[src/rtl/snapshot_page_ctrl.sv]
// Snapshot page controller: streams frames into a ring of BRAM pages and
// hands filled pages to the CPU oldest-first, with overflow and error tracking.
module snapshot_page_ctrl #(
    parameter int unsigned C_PAGES   = 4,
    parameter int unsigned C_PAGE_HW = 64
) (
    input  logic        aclk,
    input  logic        aresetn,
    input  logic        clr,
    input  logic        wr_en,
    input  logic [5:0]  wr_addr,
    input  logic [15:0] wr_din,
    input  logic        wr_last,
    output logic        bram_clk,
    output logic        bram_rst,
    output logic        bram_en,
    output logic [1:0]  bram_we,
    output logic [11:0] bram_addr,
    output logic [15:0] bram_din,
    input  logic        cpu_ack,
    input  logic        irq_en,
    output logic        irq,
    output logic [2:0]  rd_page,
    output logic [3:0]  fill_cnt,
    output logic [15:0] ovf_cnt,
    output logic [1:0]  err_sticky
);

    localparam int unsigned PW    = $clog2(C_PAGES);
    localparam int unsigned HW_SH = $clog2(C_PAGE_HW);
    localparam logic [3:0]  PAGES = 4'(C_PAGES);

    typedef enum logic [1:0] {
        IDLE,
        WRITE,
        DROP
    } state_t;

    state_t        state;
    state_t        state_nxt;
    logic [PW-1:0] wp;
    logic [PW-1:0] rp;
    logic [3:0]    fill;
    logic [15:0]   ovf;
    logic [1:0]    err;
    logic          beat_wr;
    logic          commit;
    logic          drop_done;
    logic          orphan;
    logic          ack_ok;
    logic          ack_err;
    logic [11:0]   wr_base;

    assign bram_clk   = aclk;
    assign bram_rst   = ~aresetn;
    assign rd_page    = 3'(rp);
    assign fill_cnt   = fill;
    assign ovf_cnt    = ovf;
    assign err_sticky = err;

    assign ack_ok  = cpu_ack & (fill != '0);
    assign ack_err = cpu_ack & (fill == '0);
    assign wr_base = 12'(wp) << HW_SH;

    always_ff @(posedge aclk or negedge aresetn) begin
        if (!aresetn) begin
            state <= IDLE;
        end else begin
            state <= state_nxt;
        end
    end

    // A single-beat frame opens and closes in IDLE, so commit/drop can fire there too.
    always_comb begin
        state_nxt = state;
        beat_wr   = 1'b0;
        commit    = 1'b0;
        drop_done = 1'b0;
        orphan    = 1'b0;
        case (state)
            IDLE: begin
                if (wr_en) begin
                    if (wr_addr == '0) begin
                        if (fill < PAGES) begin
                            beat_wr = 1'b1;
                            if (wr_last) begin
                                commit = 1'b1;
                            end else begin
                                state_nxt = WRITE;
                            end
                        end else begin
                            if (wr_last) begin
                                drop_done = 1'b1;
                            end else begin
                                state_nxt = DROP;
                            end
                        end
                    end else begin
                        orphan = 1'b1;
                    end
                end
            end
            WRITE: begin
                if (wr_en) begin
                    beat_wr = 1'b1;
                    if (wr_last) begin
                        commit    = 1'b1;
                        state_nxt = IDLE;
                    end
                end
            end
            DROP: begin
                if (wr_en && wr_last) begin
                    drop_done = 1'b1;
                    state_nxt = IDLE;
                end
            end
            default: state_nxt = IDLE;
        endcase
        if (clr) begin
            state_nxt = IDLE;
            beat_wr   = 1'b0;
            commit    = 1'b0;
            drop_done = 1'b0;
            orphan    = 1'b0;
        end
    end

    always_ff @(posedge aclk or negedge aresetn) begin
        if (!aresetn) begin
            wp        <= '0;
            rp        <= '0;
            fill      <= '0;
            ovf       <= '0;
            err       <= '0;
            irq       <= 1'b0;
            bram_en   <= 1'b0;
            bram_we   <= '0;
            bram_addr <= '0;
            bram_din  <= '0;
        end else begin
            irq     <= irq_en & (fill != '0);
            bram_en <= beat_wr;
            bram_we <= {2{beat_wr}};
            if (beat_wr) begin
                bram_addr <= wr_base + {6'd0, wr_addr};
                bram_din  <= wr_din;
            end
            if (clr) begin
                wp   <= '0;
                rp   <= '0;
                fill <= '0;
                ovf  <= '0;
                err  <= '0;
            end else begin
                if (commit) begin
                    wp <= wp + PW'(1);
                end
                if (ack_ok) begin
                    rp <= rp + PW'(1);
                end
                if (commit && !ack_ok) begin
                    fill <= fill + 4'd1;
                end else if (!commit && ack_ok) begin
                    fill <= fill - 4'd1;
                end
                if (drop_done && (ovf != '1)) begin
                    ovf <= ovf + 16'd1;
                end
                if (orphan) begin
                    err[0] <= 1'b1;
                end
                if (ack_err) begin
                    err[1] <= 1'b1;
                end
            end
        end
    end

endmodule

[config.mk]
export PLATFORM = sky130hd
export DESIGN_NAME = snapshot_page_ctrl
export DESIGN_NICKNAME = d
export VERILOG_FILES = /design/src/rtl/snapshot_page_ctrl.sv
export SDC_FILE = /design/constraint.sdc
export NUM_CORES = 1
export LEC_CHECK = 0
export BUFFER_PORTS_ARGS = -buffer_cell sky130_fd_sc_hd__buf_4
export CAP_MARGIN = 10
export CELL_PAD_IN_SITES_DETAIL_PLACEMENT = 1
export CELL_PAD_IN_SITES_GLOBAL_PLACEMENT = 1
export CORE_UTILIZATION = 41
export CTS_CLUSTER_DIAMETER = 100
export DETAILED_ROUTE_END_ITERATION = 10
export PLACE_DENSITY = 0.95
export SLEW_MARGIN = 20
export SYNTH_ARGS = -nofsm -noshare
export SYNTH_HDL_FRONTEND = slang
export SYNTH_SLANG_ARGS = --single-unit
[constraint.sdc]
create_clock -name aclk -period 3.7 [get_ports aclk]
set_input_delay 0.185 -clock aclk [delete_from_list [all_inputs] [get_ports aclk]]
set_output_delay 0.185 -clock aclk [all_outputs]
set_load 0.005 [all_outputs]
==> results of run 1 <==
-- repair_timing --
item | in CTS | in global routing
endpoints found under the setup margin | 0 | 0
hold buffers | 16 | 1
buffers inserted | 0 | 0
hold endpoints to repair | 70 | 1
-- power by group through the flow --
stage | clock, W | combinational (W) | sequential (W)
finish | 0.000468 | 0.000465 | 0.000730
detailed placement | 0.0000175 | 0.000452 | 0.000741
CTS | 0.000482 | 0.000470 | 0.000730
global placement | 0.0000175 | 0.000432 | 0.000730
global route | 0.000507 | 0.000516 | 0.000743
floorplan | 0.0000175 | 0.000236 | 0.000735
-- area by class of cell --
type,count,area [sq um]
Timing Repair Buffer,100,793
Tap cell,75,93.8
Clock buffer,10,131
Multi-Input combinational cell,161,1150
Inverter,7,26.3
Clock inverter,2,16.3
Sequential cell,54,1350
Fill cell,671,2500
-- critical path, stage by stage, from the launching register on --
cell and delay [ns]:
dfrtp_1 0.46, o41ai_1 0.74, nand3_1 0.27, ha_1 0.34
a21o_1 0.10, a21oi_1 0.09, nor4b_1 0.40, o21ai_0 0.12
nor3b_1 0.15
-- metrics by stage --
stage	setup WS (ns)	cells	area, sq um	hold slack (ns)	power [W]
after detailed placement	0.959	381	3250	0.266	0.00121
final	0.922	409	3560	0.00741	0.00166
after global placement	1.16	381	3250	0.266	0.00118
after global routing	0.724	409	3560	0.00463	0.00177
after CTS	0.937	408	3550	0.000280	0.00168
after floorplan	1.31	241	2640	-0.111	0.000989
-- layout by cell type (no fill, tap or decap), types with 2 or more instances in the layout --
cell            n
nand3_1         7
nor4b_1         2
nor2_1         17
a2111oi_0       2
xnor2_1         2
mux2_2         25
clkbuf_8        9
dlygate4sd3_1  17
a21oi_1        18
dfrtp_1        54
xor2_1          4
o21ai_0         5
nor4_1          2
nand2_1         8
a31oi_1         4
or4_1          10
conb_1          5
nand4_1         5
o31ai_1        11
inv_1           7
or3_1           7
buf_4          84
ha_1            3
nor2b_1         4
-- registers in the layout, summed over array words and instances, names as in the netlist --
name        cells
err_sticky      2
bram_din       16
wp              2
irq             1
state           2
fill_cnt        4
bram_we         1
ovf_cnt        16
rp              2
bram_addr       8
-- worst paths after layout --
kind / to / slack, ns / cells after the start
setup / recovery: fill_cnt[3] / 0.92 / 8
hold / removal: bram_din[12] / 0.007 / 2
setup reg to reg: fill_cnt[3] / 0.92 / 8
hold reg to reg: bram_din[2] / 0.51 / 1
max in group asynchronous: bram_din[11] / 2.87 / 2
min in group asynchronous: ovf_cnt[13] / 0.35 / 2
-- layer usage --
layer	vias up	global-route usage, %	part of all wire (%)
met5	-	0	0
met2	72	37.6	53
li1	1048	-	-
met4	0	8.60	1.4
met3	10	6.22	5.2
met1	1098	26.1	41
-- logic make-up after synthesis --
kind of cell	after synthesis	synth area share [%]
fa+ha+maj	4	2.19
simple gates	73	16.4
xor+xnor	6	2.00
other cells	1	0.143
buf+inv	26	5.24
mux	26	11.1
compound gates	47	11.4
flops	54	51.5
==> impl_metrics.csv, run 1 <==
group,metric,value,unit
status,status,"finished clean",
route,viasPerCell,5.45,
timing,rsz0062_at_grt,"no",
timing,hold_viol_final,0,
yosys,synth_top_flop_cell,"dfrtp_1",
power_and_ir_drop,seqPwrFrac,43.9,%
min_path,hold_start,"wr_din[12]",
clock_tree,cts_tree,"yes",
global_route,overflow,0,
setup_path,cp-startpoint,"fill_cnt[3]",
timing,post-route-period-util,75.1,%
global_route,grt_util_all_layers,22.0,%
floorplan,row_count,28,
yosys,yosysSeqAreaShare,51.5,%
placement,place_hpwl,4640,microns
timing,slew_headroom,50.0,%
yosys,yosysUniqueCellTypes,45,
yosys,synth_cells,237,
layout,fin_nets,366,
power_and_ir_drop,vdd_drop_max,350,uV
clock_tree,cts.repair.resized,0,
yosys,synthTopCellsByCount,"54 x dfrtp_1, 25 x mux2_2, 18 x a21oi_1",
yosys,synth_edf_count,0,
floorplan,die-area,0.00673,sq mm
route,vias,2228,
route,drtIter0Drc,90,
layout,area_growth_syn_to_layout,35.7,%
yosys,syn_area_per_cell,11.1,sq um
layout,final_core_util,58.8,%
power_and_ir_drop,netSwitchingPower,0.000514,W
timing,worstMarginPinSlew,0.747,ns
route,wire_per_inst,16.9,microns
layout,drive_gt1_share,37.7,%
global_route,first_global_vias,2356,
yosys,async_flop_share,100,%
global_route,grt_pass1_wl,11000,microns
floorplan,die_h,82.0,microns
route,drcViolationCount,0,
setup_path,cp.required,3.99,ns
power_and_ir_drop,intPower,0.00115,W
floorplan,initial_core_util,43.3,%
setup_path,worstPathArrival,3.07,ns
setup_path,start_kind,"flop",
route,dr.pass1.iters,4,
yosys,yosysMostFrequentCell,"dfrtp_1",
setup_path,end_kind,"flop",
floorplan,fp.coreArea,0.00606,sq mm
flow_run,max_cap_viol_count,0,
timing,setup_tns,0,ns
power_and_ir_drop,switching_share,30.9,%
layout,diodes,0,
timing,fin_crit,2.78,ns
setup_path,critPathMaxFanout,7,
setup_path,path_class,"flop to flop",
yosys,synth_area_leaders,"dfrtp_1 51%, mux2_2 11%, a21oi_1 3.4%",
yosys,ys_ff_latch,54,
floorplan,die_w,82.0,microns
timing,fmax,360,MHz
power_and_ir_drop,p_per_area,467,mW/mm^2
route,drt-total-wl,6930,microns
clock_tree,clk-insertion-delay-late,0.42,ns
yosys,syn_area,0.00263,sq mm
timing,skew,0.0107,ns
power_and_ir_drop,clkPwrFrac,28.1,%
placement,gp_congestion,0.825,
yosys,synth.top_cell.area_share,51.5,%
timing,setup_viol,0,
route,antenna_left,0,
power_and_ir_drop,pwr-share-comb,28.0,%
global_route,grt_antenna_before_repair,0,
yosys,yosys_warnings,0,
global_route,grt_start_max_net_pins,56,
min_path,hold_class,"input port to flop",
floorplan,io_pins,88,
placement,numPortBuffers,82,
power_and_ir_drop,p_leak,1.70,nW
yosys,yosysTopAreaCell,"dfrtp_1",
clock_tree,clkTransAtPathRegs,0.10,ns
setup_path,r2r_start,"fill_cnt[3]",
timing,slew_viol_final,0,
No activity file was read; power rests on OpenSTA's default activity.
==> run 2, diff against run 1 <==
--- a/config.mk
+++ b/config.mk
@@ -9,10 +9,10 @@
 export CAP_MARGIN = 10
 export CELL_PAD_IN_SITES_DETAIL_PLACEMENT = 1
 export CELL_PAD_IN_SITES_GLOBAL_PLACEMENT = 1
-export CORE_UTILIZATION = 41
+export CORE_UTILIZATION = 34
 export CTS_CLUSTER_DIAMETER = 100
 export DETAILED_ROUTE_END_ITERATION = 10
-export PLACE_DENSITY = 0.95
+export PLACE_DENSITY = 0.86
 export SLEW_MARGIN = 20
 export SYNTH_ARGS = -nofsm -noshare
 export SYNTH_HDL_FRONTEND = slang
==> constraint.sdc (replaced) <==
create_clock -name aclk -period 2.55 [get_ports aclk]
set_input_delay 0.1275 -clock aclk [delete_from_list [all_inputs] [get_ports aclk]]
set_output_delay 0.1275 -clock aclk [all_outputs]
set_load 0.005 [all_outputs]
==> run 2 against run 1 <==
Against the previous run:
- highest routed layer unchanged
- largest cell class unchanged
- sequential share of layout area shrank 2.4 points
- die area increased by 20%
- worst setup slack worse by 0.80 ns
- critical path depth decreased by 1
- first-iteration DRC count fell by 6.7%
- wire length increased by 7.8%
- utilization decreased by 7.2 points
- largest power group unchanged
- global-route usage is 2.7 points lower
- count of clock-buffer cells in the layout is the same
- clock skew shrank 0.0030 ns
==> impl_metrics.csv, run 2 (synthesized netlist as in run 1, its figures left out) <==
group,metric,value,unit
floorplan,die_w,89.9,microns
layout,area_growth_syn_to_layout,44.8,%
route,antenna_left,0,
layout,fin_nets,386,
global_route,overflow,0,
timing,setup_viol,0,
floorplan,die-area,0.00808,sq mm
status,status,"finished clean",
min_path,hold_class,"input port to asynchronous set/reset pin",
power_and_ir_drop,pwr-share-comb,28.9,%
layout,layout.cells.non_filler,453,
power_and_ir_drop,p_leak,1.80,nW
timing,skew,0.00765,ns
route,drcViolationCount,0,
placement,gp_congestion,0.779,
global_route,first_global_vias,2543,
timing,rsz0062_at_grt,"no",
global_route,grt_pass1_wl,12500,microns
power_and_ir_drop,p_per_area,667,mW/mm^2
setup_path,path_buf_inv,2,
timing,holdWs,0.130,ns
layout,drive_gt1_share,39.0,%
timing,fin_crit,2.43,ns
timing,slew_headroom,54.3,%
timing,worstMarginPinSlew,0.686,ns
route,wire_per_inst,16.5,microns
clock_tree,cts_tree,"yes",
setup_path,cp.required,2.86,ns
floorplan,die_h,89.9,microns
placement,place_hpwl,4980,microns
setup_path,end_kind,"flop",
setup_path,start_kind,"input port",
layout,layout_common_cells,"93 x buf_4, 54 x dfrtp_1, 28 x dlygate4sd3_1, 25 x mux2_2, 17 x a21oi_1",
timing,slew_viol_final,0,
placement,post_dp_cell_area,0.00333,sq mm
global_route,grt_start_max_net_pins,33,
floorplan,row_count,31,
placement,pre_cts_ws,0.127,ns
timing,setup_tns,0,ns
setup_path,crit_path_max_incr_delay,0.63,ns
power_and_ir_drop,switching_share,30.0,%
power_and_ir_drop,intPower,0.00178,W
layout,diodes,0,
setup_path,r2r_start,"fill_cnt[2]",
placement,numPortBuffers,82,
setup_path,path_class,"input port to flop",
setup_path,r2r_cells,8,
setup_path,worstPathArrival,2.74,ns
setup_path,critPathMaxFanout,23,
route,drtIter0Drc,84,
setup_path,rrSetupSlack,0.23,ns
layout,design_area,0.00380,sq mm
power_and_ir_drop,seqPwrFrac,42.1,%
setup_path,path_depth,7,
route,drt-total-wl,7470,microns
placement,dp.cells,411,
timing,post-route-period-util,95.2,%
route,vias,2348,
setup_path,crit_chain,"dlygate4sd3_1, buf_4, nor4_4, a31oi_1, or3_1, nor4_1, mux2_2",
route,viasPerCell,5.18,
setup_path,path_delay_family,"simple AND/OR/NAND/NOR gates",
floorplan,initial_core_util,35.6,%
route,dr.pass1.iters,4,
timing,setup_ws,0.122,ns
power_and_ir_drop,clkPwrFrac,29.0,%
global_route,grt_util_all_layers,19.4,%
clock_tree,clkTransAtPathRegs,0.10,ns
power_and_ir_drop,vdd_drop_max,437,uV
global_route,grt_antenna_before_repair,0,
layout,final_common_cell,"buf_4",
timing,hold_viol_final,0,
floorplan,fp.coreArea,0.00737,sq mm
clock_tree,clk-insertion-delay-late,0.42,ns
setup_path,cpMaxStageDelayCell,"or3_1",
setup_path,rr_endpoint,"fill_cnt[3]",
timing,fmax,412,MHz
flow_run,max_cap_viol_count,0,
floorplan,io_pins,88,
power_and_ir_drop,netSwitchingPower,0.000761,W
==> run 2: metal layers <==
| metal | GRT usage, % | vias up | share of wire (%) | wire, microns |
|---|---|---|---|---|
| met5 | 0 | - | 0 | 0 |
| met4 | 6.32 | 0 | 1.2 | 93 |
| met3 | 4.06 | 11 | 3.6 | 269 |
| met2 | 36.9 | 62 | 55 | 4090 |
| met1 | 21.2 | 1187 | 40 | 3010 |
| li1 | - | 1088 | - | - |
==> run 2: how the worst max path moves through the flow <==
stage / startpoint / to / slack [ns]
after detailed placement: fill_cnt[2] / fill_cnt[3] / 0.13
final: wr_addr[2] / ovf_cnt[5] / 0.12
after floorplan: fill_cnt[3] / fill_cnt[3] / 0.16
after global placement: fill_cnt[3] / fill_cnt[3] / 0.34
after global routing: wr_addr[2] / ovf_cnt[5] / 0.02
after CTS: wr_addr[1] / fill_cnt[3] / 0.08
==> run 2: through the flow <==
stage	power (W)	utilization (%)
4_1_cts	0.00253	51.0
3_3_place_gp	0.00173	45.2
5_1_grt	0.00268	51.6
6_report	0.00254	51.6
2_1_floorplan	0.00143	-
3_5_place_dp	0.00178	45.2
==> run 2: worst register-to-register path, cell delays in order (launching register included) <==
cell and delay, ns:
dfrtp_1 0.48, o41ai_2 0.40, nand3_1 0.20, ha_1 0.32, a21o_1 0.17, a21oi_2 0.18, o311a_1 0.21, o21ai_0 0.09
nor3b_1 0.15
==> run 2: final cells by class <==
type	instances	area, sq um
Clock buffer	10	121
Inverter	7	26.3
Multi-Input combinational cell	161	1170
Timing Repair Buffer	120	971
Tap cell	99	124
Fill cell	813	3570
Sequential cell	54	1350
Clock inverter	2	37.5
==> run 2: timing repair <==
item / 4_1_cts / 5_1_grt
hold buffers: 28 / 0
buffers inserted: 0 / 3
resized for setup: 0 / 4
endpoints found under the hold margin: 48 / 0
setup endpoints to repair: 0 / 3
==> run 2: power groups by stage <==
| stage | clock (W) | sequential (W) | combinational [W] |
|---|---|---|---|
| final | 0.000737 | 0.00107 | 0.000733 |
| after floorplan | 0.0000254 | 0.00107 | 0.000343 |
| after global placement | 0.0000254 | 0.00107 | 0.000636 |
| after detailed placement | 0.0000254 | 0.00108 | 0.000675 |
| after global routing | 0.000791 | 0.00108 | 0.000810 |
| after CTS | 0.000763 | 0.00106 | 0.000711 |
